<file path="config.mk">
export PLATFORM = sky130hd
export DESIGN_NAME = axi4_lite_master_adaptor
export DESIGN_NICKNAME = d
export VERILOG_FILES = /design/src/rtl/axi4_lite_pkg.sv /design/src/rtl/axi4_lite_vld_hold.sv /design/src/rtl/axi4_lite_master_adaptor.sv
export SDC_FILE = /design/constraint.sdc
export NUM_CORES = 1
export LEC_CHECK = 0
export CAP_MARGIN = 15
export CORE_MARGIN = 1.5
export CORE_UTILIZATION = 37
export DETAILED_ROUTE_END_ITERATION = 8
export PLACE_DENSITY = 0.89
export SLEW_MARGIN = 10
export SYNTH_ARGS = -nofsm -noshare
export SYNTH_HDL_FRONTEND = slang
export SYNTH_HIERARCHICAL = 1
export SYNTH_SLANG_ARGS = --single-unit
</file>
<file path="constraint.sdc">
create_clock -name aclk -period 1.6 [get_ports aclk]
set_input_delay 0.24 -clock aclk [delete_from_list [all_inputs] [get_ports aclk]]
set_output_delay 0.24 -clock aclk [all_outputs]
set_load 0.02 [all_outputs]
</file>
<file path="src/rtl/axi4_lite_pkg.sv">
// Shared definitions for the AXI4-Lite master adaptor: response codes,
// protection width and the write/read FSM state encodings.
package axi4_lite_pkg;

    localparam int PROT_W = 3;

    localparam logic [1:0] OKAY   = 2'b00;
    localparam logic [1:0] EXOKAY = 2'b01;
    localparam logic [1:0] SLVERR = 2'b10;
    localparam logic [1:0] DECERR = 2'b11;

    typedef logic [1:0] w_state_t;
    localparam w_state_t W_IDLE = 2'd0;
    localparam w_state_t W_REQ  = 2'd1;
    localparam w_state_t W_RESP = 2'd2;

    typedef logic [1:0] r_state_t;
    localparam r_state_t R_IDLE = 2'd0;
    localparam r_state_t R_ADDR = 2'd1;
    localparam r_state_t R_DATA = 2'd2;

    // Any response other than OKAY is treated as an error by the capture logic.
    function automatic logic resp_is_err(input logic [1:0] resp);
        return resp != OKAY;
    endfunction

endpackage

</file>
<file path="src/rtl/axi4_lite_vld_hold.sv">
// Valid/payload holding register for one AXI4-Lite request channel.
// A load pulse captures the payload and raises valid; valid drops the cycle
// after the valid/ready handshake, and the payload is held until the next load.
module axi4_lite_vld_hold
    import axi4_lite_pkg::*;
#(
    parameter int PAYLOAD_W = 32
) (
    input  logic                 clk,
    input  logic                 rst,
    input  logic                 load,
    input  logic                 ready,
    input  logic [PAYLOAD_W-1:0] payload_in,
    output logic                 valid,
    output logic [PAYLOAD_W-1:0] payload
);

    // Capture on load, retire valid on handshake, clear everything on reset.
    always_ff @(posedge clk) begin
        if (rst) begin
            valid   <= 1'b0;
            payload <= '0;
        end else if (load) begin
            valid   <= 1'b1;
            payload <= payload_in;
        end else if (valid && ready) begin
            valid   <= 1'b0;
        end
    end

endmodule

</file>
<file path="src/rtl/axi4_lite_master_adaptor.sv">
// Free-running AXI4-Lite master: repeatedly issues a write (AW+W, then B)
// and a read (AR, then R) built from static local request inputs.
// The write and read loops are independent FSMs; all outputs are registered.
// Optional capture of read data and responses: define AXI4_LITE_MASTER_RCAPTURE_EN.
module axi4_lite_master_adaptor
    import axi4_lite_pkg::*;
#(
    parameter int ADDR_WIDTH = 32,
    parameter int DATA_WIDTH = 32
) (
    input  logic                    aclk,
    input  logic                    aresetn,
    output logic [ADDR_WIDTH-1:0]   awaddr_out,
    output logic [PROT_W-1:0]       awprot_out,
    output logic                    awvalid_out,
    input  logic                    awready_in,
    input  logic [ADDR_WIDTH-1:0]   awaddr_in,
    input  logic [PROT_W-1:0]       awprot_in,
    output logic [DATA_WIDTH-1:0]   wdata_out,
    output logic [DATA_WIDTH/8-1:0] wstrb_out,
    output logic                    wvalid_out,
    input  logic                    wready_in,
    input  logic [DATA_WIDTH-1:0]   wdata_in,
    input  logic [DATA_WIDTH/8-1:0] wstrb_in,
    input  logic [1:0]              bresp_in,
    input  logic                    bvalid_in,
    output logic                    bready_out,
    output logic [ADDR_WIDTH-1:0]   araddr_out,
    output logic [PROT_W-1:0]       arprot_out,
    output logic                    arvalid_out,
    input  logic                    arready_in,
    input  logic [ADDR_WIDTH-1:0]   araddr_in,
    input  logic [PROT_W-1:0]       arprot_in,
    input  logic [DATA_WIDTH-1:0]   rdata_in,
    input  logic [1:0]              rresp_in,
    input  logic                    rvalid_in,
`ifdef AXI4_LITE_MASTER_RCAPTURE_EN
    output logic                    rready_out,
    output logic [DATA_WIDTH-1:0]   rdata_out,
    output logic [1:0]              rresp_out,
    output logic [1:0]              bresp_out,
    output logic                    resp_err_out
`else
    output logic                    rready_out
`endif
);

    localparam int STRB_W = DATA_WIDTH / 8;
    localparam int AX_W   = ADDR_WIDTH + PROT_W;
    localparam int WD_W   = DATA_WIDTH + STRB_W;

    // The active-high reset arrives on the port named aresetn.
    logic rst;
    assign rst = aresetn;

    w_state_t w_state;
    r_state_t r_state;

    logic aw_load, w_load, ar_load;
    logic aw_done, w_done;
    logic b_hs, r_hs, ar_hs;

    // A channel counts as done once its valid is low or it handshakes this edge.
    assign aw_load = (w_state == W_IDLE);
    assign w_load  = (w_state == W_IDLE);
    assign ar_load = (r_state == R_IDLE);
    assign aw_done = !awvalid_out || awready_in;
    assign w_done  = !wvalid_out  || wready_in;
    assign ar_hs   = arvalid_out && arready_in;
    assign b_hs    = bvalid_in && bready_out;
    assign r_hs    = rvalid_in && rready_out;

    axi4_lite_vld_hold #(.PAYLOAD_W(AX_W)) u_aw_hold (
        .clk        (aclk),
        .rst        (rst),
        .load       (aw_load),
        .ready      (awready_in),
        .payload_in ({awprot_in, awaddr_in}),
        .valid      (awvalid_out),
        .payload    ({awprot_out, awaddr_out})
    );

    axi4_lite_vld_hold #(.PAYLOAD_W(WD_W)) u_w_hold (
        .clk        (aclk),
        .rst        (rst),
        .load       (w_load),
        .ready      (wready_in),
        .payload_in ({wstrb_in, wdata_in}),
        .valid      (wvalid_out),
        .payload    ({wstrb_out, wdata_out})
    );

    axi4_lite_vld_hold #(.PAYLOAD_W(AX_W)) u_ar_hold (
        .clk        (aclk),
        .rst        (rst),
        .load       (ar_load),
        .ready      (arready_in),
        .payload_in ({arprot_in, araddr_in}),
        .valid      (arvalid_out),
        .payload    ({arprot_out, araddr_out})
    );

    // Write loop: launch AW+W, wait for both acceptances, then collect B.
    always_ff @(posedge aclk) begin
        if (rst) begin
            w_state    <= W_IDLE;
            bready_out <= 1'b0;
        end else begin
            case (w_state)
                W_IDLE: w_state <= W_REQ;
                W_REQ: begin
                    if (aw_done && w_done) begin
                        bready_out <= 1'b1;
                        w_state    <= W_RESP;
                    end
                end
                W_RESP: begin
                    if (b_hs) begin
                        bready_out <= 1'b0;
                        w_state    <= W_IDLE;
                    end
                end
                default: begin
                    bready_out <= 1'b0;
                    w_state    <= W_IDLE;
                end
            endcase
        end
    end

    // Read loop: launch AR, then accept one R beat.
    always_ff @(posedge aclk) begin
        if (rst) begin
            r_state    <= R_IDLE;
            rready_out <= 1'b0;
        end else begin
            case (r_state)
                R_IDLE: r_state <= R_ADDR;
                R_ADDR: begin
                    if (ar_hs) begin
                        rready_out <= 1'b1;
                        r_state    <= R_DATA;
                    end
                end
                R_DATA: begin
                    if (r_hs) begin
                        rready_out <= 1'b0;
                        r_state    <= R_IDLE;
                    end
                end
                default: begin
                    rready_out <= 1'b0;
                    r_state    <= R_IDLE;
                end
            endcase
        end
    end

`ifdef AXI4_LITE_MASTER_RCAPTURE_EN
    // Capture read data/response and write response; errors are sticky until reset.
    always_ff @(posedge aclk) begin
        if (rst) begin
            rdata_out    <= '0;
            rresp_out    <= OKAY;
            bresp_out    <= OKAY;
            resp_err_out <= 1'b0;
        end else begin
            if (r_hs) begin
                rdata_out <= rdata_in;
                rresp_out <= rresp_in;
            end
            if (b_hs) begin
                bresp_out <= bresp_in;
            end
            if ((r_hs && resp_is_err(rresp_in)) || (b_hs && resp_is_err(bresp_in))) begin
                resp_err_out <= 1'b1;
            end
        end
    end
`else
    // Responses and read data are deliberately discarded in this build.
    logic unused_resp;
    assign unused_resp = ^{bresp_in, rresp_in, rdata_in};
`endif

endmodule

</file>
**Word level (Yosys, flattened, before mapping)**

Index checks and enable logic that the tools add are counted.

- Muxes and demuxes: 18
- Reductions and logical operators: 19
- Bitwise operators: 2
- Eq/ne operators: 8

Operators with widths:

| kind | number |
|---|---|
| $pmux W2 S3 | 2 |
| $mux W1 | 10 |
| $mux W2 | 4 |
| $ne A2 B2 Y1 const B | 4 |
| $logic_and A1 B1 Y1 | 6 |
| $pmux W1 S3 | 2 |
| $reduce_and A3 Y1 | 2 |
| $reduce_bool A2 Y1 | 3 |
| $eq A2 B1 Y1 const B | 2 |
| $eq A2 B2 Y1 const B | 2 |
| $logic_not A2 Y1 | 2 |
| $reduce_and A2 Y1 | 2 |
| $logic_not A1 Y1 | 2 |
| $logic_or A1 B1 Y1 | 2 |
| $not A1 Y1 | 2 |

- Word-level logic and storage cells: 57
- Bits in registers: 115
- Output and inout port bits: 111
- Input port bits: 149

**Longest topological paths before layout**

Gate-level depths: netlist (run 1).

- Depth after elaboration: 5
- Depth in mapped cells: 5

**By module**

Netlist (run 1), hierarchy kept.

Modules (own cells, without submodules):

| module | instances | area each (um^2) | cells an instance | sequential area each (um^2) |
|---|---|---|---|---|
| axi4_lite_vld_hold (u_ar_hold ...) | 2 | 1306.3 | 117 | 720.7 |
| axi4_lite_vld_hold (u_w_hold) | 1 | 1341.3 | 120 | 740.7 |
| axi4_lite_master_adaptor | 1 | 240.2 | 27 | 120.1 |

**Worst setup path before layout (run 1)**

OpenSTA, ideal clock, no wires.

- Kind: reg-to-reg
- Start: register w_state[1]
- End: register u_w_hold.payload[13]
- Required time: 1.472 ns
- Path buffers: 2
- Period minus slack after synthesis: 1.194 ns
- Stages on the path, launching flop included: 6
- Arrival: 1.066 ns
- Slack: 0.406 ns
- Cells stage by stage: dfxtp_1 nor2_1 buf_6 buf_12 mux2i_1 nor2_1

- Word-level cells in the longest chain between the ends: 1

RTL lines:

| item | line | text |
|---|---|---|
| start, declared | axi4_lite_master_adaptor.sv:56 | `w_state_t w_state;` |
| start signal, assigned | axi4_lite_master_adaptor.sv:106 | `w_state <= W_IDLE;` |
| start signal, assigned | axi4_lite_master_adaptor.sv:110 | `W_IDLE: w_state <= W_REQ;` |
| start signal, assigned | axi4_lite_master_adaptor.sv:114 | `w_state <= W_RESP;` |
| $logic_not A2 Y1 | - |  |
| named net aw_load | axi4_lite_master_adaptor.sv:59 | `logic aw_load, w_load, ar_load;` |
| end signal, assigned | axi4_lite_vld_hold.sv:25 | `payload <= payload_in;` |
| end, declared | axi4_lite_vld_hold.sv:15 | `output logic [PAYLOAD_W-1:0] payload` |

The timed path passes the listed nets, and every way through them passes these cells.
A chain may end at the register's enable or synchronous reset.

**Worst setup path after layout (run 1)**

- Start: register u_w_hold.payload[32]
- End: output wstrb_out[0]

RTL lines:

| item | line | text |
|---|---|---|
| end, declared | axi4_lite_master_adaptor.sv:20 | `output logic [DATA_WIDTH/8-1:0] wstrb_out,` |

No word-level cell between the ends.

==> results of run 1 <==
-- registers in the layout (all words and copies together), names as in the netlist --
name	flops
u_ar_hold/payload	35
r_state	2
w_state	2
bready_out	1
u_w_hold/payload	36
rready_out	1
u_aw_hold/valid	1
u_ar_hold/valid	1
u_aw_hold/payload	35
u_w_hold/valid	1
-- Yosys cell counts, types with 3 or more instances --
cell / instances
buf_6: 3
buf_12: 9
nand2_1: 3
inv_1: 4
nand2b_1: 5
nor2_1: 109
buf_2: 7
a21oi_1: 8
clkbuf_1: 4
mux2i_1: 106
dfxtp_1: 115
-- kinds of logic (layout without fill, tap and decap cells) --
logic type | count (synthesis) | count (layout) | share of synthesized area, %
buf+inv | 28 | 264 | 6.742
simple gates | 120 | 120 | 11.31
flops | 115 | 115 | 54.89
compound gates | 12 | 12 | 1.760
mux | 106 | 106 | 25.30
-- area by class of cell --
cell class	count	area share, %
tap	140	2.465
inverter	4	0.2113
timing repair buffer	228	33.27
multi-input combinational	238	22.85
clock buffer	18	6.180
sequential	115	32.39
clock inverter	14	2.623
-- path summary, 6_finish.rpt --
kind                              from               endpoint  slack, ps  cells past startpoint
setup / recovery  u_w_hold/payload[32]           wstrb_out[0]         40                      1
hold / removal                 aresetn  u_ar_hold/payload[30]        230                      2
setup reg to reg            w_state[1]   u_w_hold/payload[26]        260                      4
hold reg to reg   u_w_hold/payload[35]   u_w_hold/payload[35]        480                      2
-- routing by layer --
| metal | track usage, % | routed length [um] |
|---|---|---|
| met3 | 7.528 | 971 |
| met2 | 30.70 | 5570 |
| met5 | 0 | 13 |
| met1 | 19.00 | 4233 |
| met4 | 7.236 | 178 |
-- what timing repair did --
action                                  4_1_cts  5_1_grt
pin swaps                                     0        0
resized for setup                            60       49
endpoints found under the setup margin       60       49
endpoints found under the hold margin         0        0
-- worst reg2reg max path: stages, from the launching register on --
cell and delay (ps):
dfxtp_1 360, nor2_4 160, buf_4 380, mux2i_1 270, nor2_1 60
-- report_power, final --
group,switching [uW],internal (uW)
Clock,1300,2640
Sequential,155,3160
Combinational,991,993
Total,2450,6790
-- metrics by stage --
| step | area (um^2) | worst slack, ps | power (uW) | hold WS [ps] | cells |
|---|---|---|---|---|---|
| 6_report | 7107 | 39.80 | 9237 | 234.6 | 757 |
| 5_1_grt | 7107 | -11.25 | 9628 | 237.6 | 757 |
| 4_1_cts | 6984 | 0.9737 | 9373 | 229.5 | 757 |
| 3_5_place_dp | 6434 | 254.8 | 5502 | 479.9 | 725 |
| 3_3_place_gp | 6434 | 311.2 | 5437 | 471.2 | 725 |
| 2_1_floorplan | 4194 | 406.0 | 4653 | 309.1 | 381 |
==> flow_summary_export.csv, run 1 <==
group,metric,value,unit
routing,drc,0,
clock_network,cts_buffers,17,
global_route,grt_usage,17.75,%
critical_path,cp_max_fo,2,
routing,drt_iter0_drc,117,
flow_run,drv_cap,0,
clock_network,clockBufferDepth,2,
clock_network,path_clk_slew,60,ps
synth,synthCells,381,
routing,vias_per_cell,4.601,
synth,synth_seq_cells,115,
clock_network,cts_sinks,115,
critical_path,cp-start-kind,"flop",
routing,drtAntennaViolNets,0,
sta,fin_tns_setup,0,ps
synth,synth.cell_area,4194,um^2
global_route,gr-total-overflow,0,
final_layout,antenna_cells,0,
sta,period_needed,1560,ps
synth,yosysWarnings,6,
routing,wl_per_cell,14.49,um
final_layout,regArea,2302,um^2
outcome,status,"finished, final reports clean",
floorplanning,die_y,109.5,um
synth,yosysSeqAreaShare,54.89,%
synth,synth.top_cell.area_share,54.89,%
final_layout,nets,753,
sta,hold_viol_final,0,
critical_path,cp.arrival,1320,ps
synth,synth_fp_nets,530,
sta,finClkSkew,8.049,ps
sta,period_share,97.51,%
synth,synthTopCellsByArea,"dfxtp_1 55%, mux2i_1 25%, nor2_1 9.8%",
floorplanning,dieArea,11980,um^2
critical_path,crit_buf_inv,1,
routing,drt-total-wl,10970,um
clock_network,post_cts_buffers,0,
global_route,antenna_found_initial,1,
place,port_buffers,223,
place,gp_congestion,0.6857,
sta,finalSetupViolations,0,
clock_network,holdBufCountCts,0,
critical_path,slowest_delay,600,ps
synth,synth-main-ff-cell,"dfxtp_1",
critical_path,cp_slowest_cell,"clkdlybuf4s50_1",
min_path,holdCritPathClass,"in2reg",
place,dp_hpwl,7919,um
global_route,grt_pass1_wl,16260,um
final_layout,fillers,871,
critical_path,crit_family,"buffers and inverters",
floorplanning,die_w,109.5,um
power_and_ir_drop,peakVddDrop,596.9,uV
floorplanning,pin_count,260,
routing,first_pass_iters,4,
clock_network,clk_latency,400,ps
clock_network,cts_tree,"built",
sta,slew_headroom,72.91,%
synth,ys_async_sr_fraction,0,%
synth,yosysTopAreaCell,"dfxtp_1",
power_and_ir_drop,total_leakage_power,0.004039,uW
routing,via_count,3483,
final_layout,layout_commonest_cell,"dfxtp_1",
final_layout,layout-drive-gt1-share,6.645,%
floorplanning,start_util,38.35,%
clock_network,root_buffer,"clkbuf_16",
synth,post_synth.cell_area_avg,11.01,um^2
sta,fmax,640.9,MHz
clock_network,htree_levels,4,
critical_path,endpoint_kind,"output pin",
final_layout,fin_util,64.99,%
floorplanning,placementRows,38,
floorplanning,coreArea,10940,um^2
global_route,grt_max_degree,49,
final_layout,areaGrowthSynthToFinish,69.45,%
final_layout,multiInputGateArea,1624,um^2
final_layout,most-common-layout-cells,"115 x dfxtp_1, 113 x clkdlybuf4s50_1, 107 x nor2_1, 106 x mux2i_1, 60 x dlygate4sd2_1",
synth,synth-edff-count,0,
synth,synth.distinct_cells,19,
global_route,grt_pass1_vias,3425,
power_and_ir_drop,power_density,1300,nW/um^2
sta,tightest_slew,406.4,ps
critical_path,required,1360,ps
sta,final-max-slew-violation-count,0,
critical_path,crit_chain,"clkdlybuf4s50_1",
critical_path,critPathKind,"reg2out",
Power figures use the tool's default switching activity.
==> inputs of run 2 (changes only) <==
==> constraint.sdc (replaced) <==
create_clock -name aclk -period 1.6 [get_ports aclk]
set_input_delay 0.32 -clock aclk [delete_from_list [all_inputs] [get_ports aclk]]
set_output_delay 0.32 -clock aclk [all_outputs]
set_load 0.02 [all_outputs]
==> run 2 against run 1 <==
Against the previous run: combinational power down 4%; sequential power about the same; routed wire length decreased by 2.7%; final cell count rose by 0.13%; hold slack better by 53 ps; clock skew is 2.8 ps higher; register-to-register slack got worse by 20 ps; core utilization down 1.8 points.
==> flow_summary_export.csv, run 2 (synthesis results as in run 1) <==
group,metric,value,unit
critical_path,cp_slowest_cell,"dlygate4sd2_1",
clock_network,post_cts_buffers,0,
power_and_ir_drop,peakVddDrop,847.6,uV
critical_path,crit_family,"buffers and inverters",
floorplanning,die_w,109.5,um
critical_path,cp-start-kind,"flop",
clock_network,cts_sinks,115,
min_path,min_to,"u_ar_hold/payload[34]",
routing,drtAntennaViolNets,0,
routing,via_count,3445,
sta,finClkSkew,10.82,ps
min_path,holdCritPathClass,"in2reg",
critical_path,slowest_delay,380,ps
global_route,grt_usage,17.50,%
routing,wl_per_cell,14.08,um
critical_path,crit_buf_inv,1,
routing,drt-total-wl,10680,um
critical_path,critPathKind,"reg2out",
global_route,antenna_found_initial,0,
sta,tightest_slew,403.6,ps
final_layout,top_register,"u_w_hold/payload",
final_layout,largest_register_ffs,36,
critical_path,cp.arrival,1130,ps
global_route,met2_usage,29.86,%
sta,fin_tns_setup,0,ps
clock_network,root_buffer,"clkbuf_16",
global_route,grt_pass1_vias,3449,
sta,hold_viol_final,0,
floorplanning,die_y,109.5,um
final_layout,layout-drive-gt1-share,6.645,%
global_route,top_usage_layer,"met2",
critical_path,required,1280,ps
routing,vias_per_cell,4.545,
critical_path,regToRegEndpoint,"u_w_hold/payload[24]",
global_route,grt_util_met3,7.054,%
final_layout,stdcell_count,758,
floorplanning,coreArea,10940,um^2
final_layout,most-common-layout-cells,"115 x dfxtp_1, 111 x clkdlybuf4s50_1, 111 x dlygate4sd2_1, 107 x nor2_1, 106 x mux2i_1",
critical_path,rr_startpoint,"w_state[1]",
floorplanning,pin_count,260,
floorplanning,placementRows,38,
place,gp_congestion,0.6989,
critical_path,rr_worst_depth,4,
place,dp.cells,725,
flow_run,drv_cap,0,
clock_network,clockBufferDepth,2,
clock_network,cts_tree,"built",
global_route,gr-total-overflow,0,
floorplanning,dieArea,11980,um^2
final_layout,nets,753,
clock_network,htree_levels,4,
critical_path,rrSetupSlack,240,ps
min_path,hold_start,"aresetn",
place,port_buffers,223,
clock_network,path_clk_slew,60,ps
final_layout,areaGrowthSynthToFinish,64.74,%
place,dp_hpwl,7903,um
global_route,use_met1,19.30,%
final_layout,layout_commonest_cell,"dfxtp_1",
sta,fmax,692.0,MHz
global_route,grt_max_degree,68,
sta,final-max-slew-violation-count,0,
sta,finalSetupViolations,0,
power_and_ir_drop,total_leakage_power,0.003464,uW
sta,period_needed,1445,ps
min_path,whs_path_depth,2,
power_and_ir_drop,power_density,1320,nW/um^2
critical_path,cp_max_fo,3,
sta,period_share,90.32,%
clock_network,clk_latency,400,ps
power_and_ir_drop,total_power,9118,uW
global_route,grt_pass1_wl,16280,um
outcome,status,"finished, final reports clean",
clock_network,cts_buffers,17,
routing,first_pass_iters,4,
sta,slew_headroom,73.09,%
final_layout,fin_util,63.18,%
final_layout,largestRegisters,"u_w_hold/payload x36, u_ar_hold/payload x35, u_aw_hold/payload x35",
sta,rsz0062_at_grt,"no",
routing,drt_iter0_drc,126,
floorplanning,start_util,38.35,%
routing,drc,0,
critical_path,endpoint_kind,"output pin",
critical_path,crit_chain,"dlygate4sd2_1",
## run 2: changes by cell type in the layout (fill, tap and decap cells not counted), sizes merged
cell	change
bufinv	-1
clkbuf	+1
clkdlybuf4s50	-2
clkinv	-4
diode	+1
dlygate4sd2	+51
dlymetal6s2s	-49
inv	+4
## run 2: worst max-delay path by stage
stage / depth (start not counted) / startpoint / end / slack [ps]
finish: 1 / bready_out / bready_out / 150
global route: 1 / bready_out / bready_out / 100
CTS: 1 / bready_out / bready_out / 130
detailed placement: 4 / w_state[1] / u_w_hold/payload[24] / 240
global placement: 1 / bready_out / bready_out / 290
floorplan: 5 / w_state[1] / u_w_hold/payload[13] / 410
## run 2: timing repair
item | 4_1_cts | 5_1_grt
hold buffers | 0 | 0
setup endpoints to repair | 111 | 0
gates resized for setup | 111 | 0
## run 2: worst register-to-register path, cell delays in order (launching register included)
cell and delay, ps:
dfxtp_1 360, nor2_4 160, buf_4 380, mux2i_1 280
nor2_1 60
## run 2: area by class of cell
class | count | area, um^2
diodes | 1 | 2.502
clock inverters | 13 | 171.4
multi-input cells | 238 | 1624
fillers | 915 | 4026
clock buffers | 19 | 452.9
inverters | 4 | 15.01
repair buffers | 228 | 2166
well taps | 140 | 175.2
flip-flops and latches | 115 | 2302
## run 2: per-layer routing
metal	share of wire (%)	wire length, um
met1	40	4262
met2	50	5340
met3	8.1	867
met4	1.9	204
met5	0	0
## run 2: per-stage QoR
| stage | hold slack [ps] | instance area (um^2) | setup slack [ps] |
|---|---|---|---|
| floorplan | 389.1 | 4194 | 406.0 |
| global placement | 471.2 | 6421 | 288.0 |
| detailed placement | 477.7 | 6421 | 237.6 |
| CTS | 275.0 | 6907 | 130.4 |
| global route | 284.6 | 6907 | 101.7 |
| finish | 287.6 | 6909 | 154.8 |
## run 2: report_power, final
part	total, uW	switching, uW	leakage (uW)	internal [uW]
sequential	3310	152	0.000952	3160
clock	3900	1350	0.000301	2560
combinational	1900	978	0.00221	923
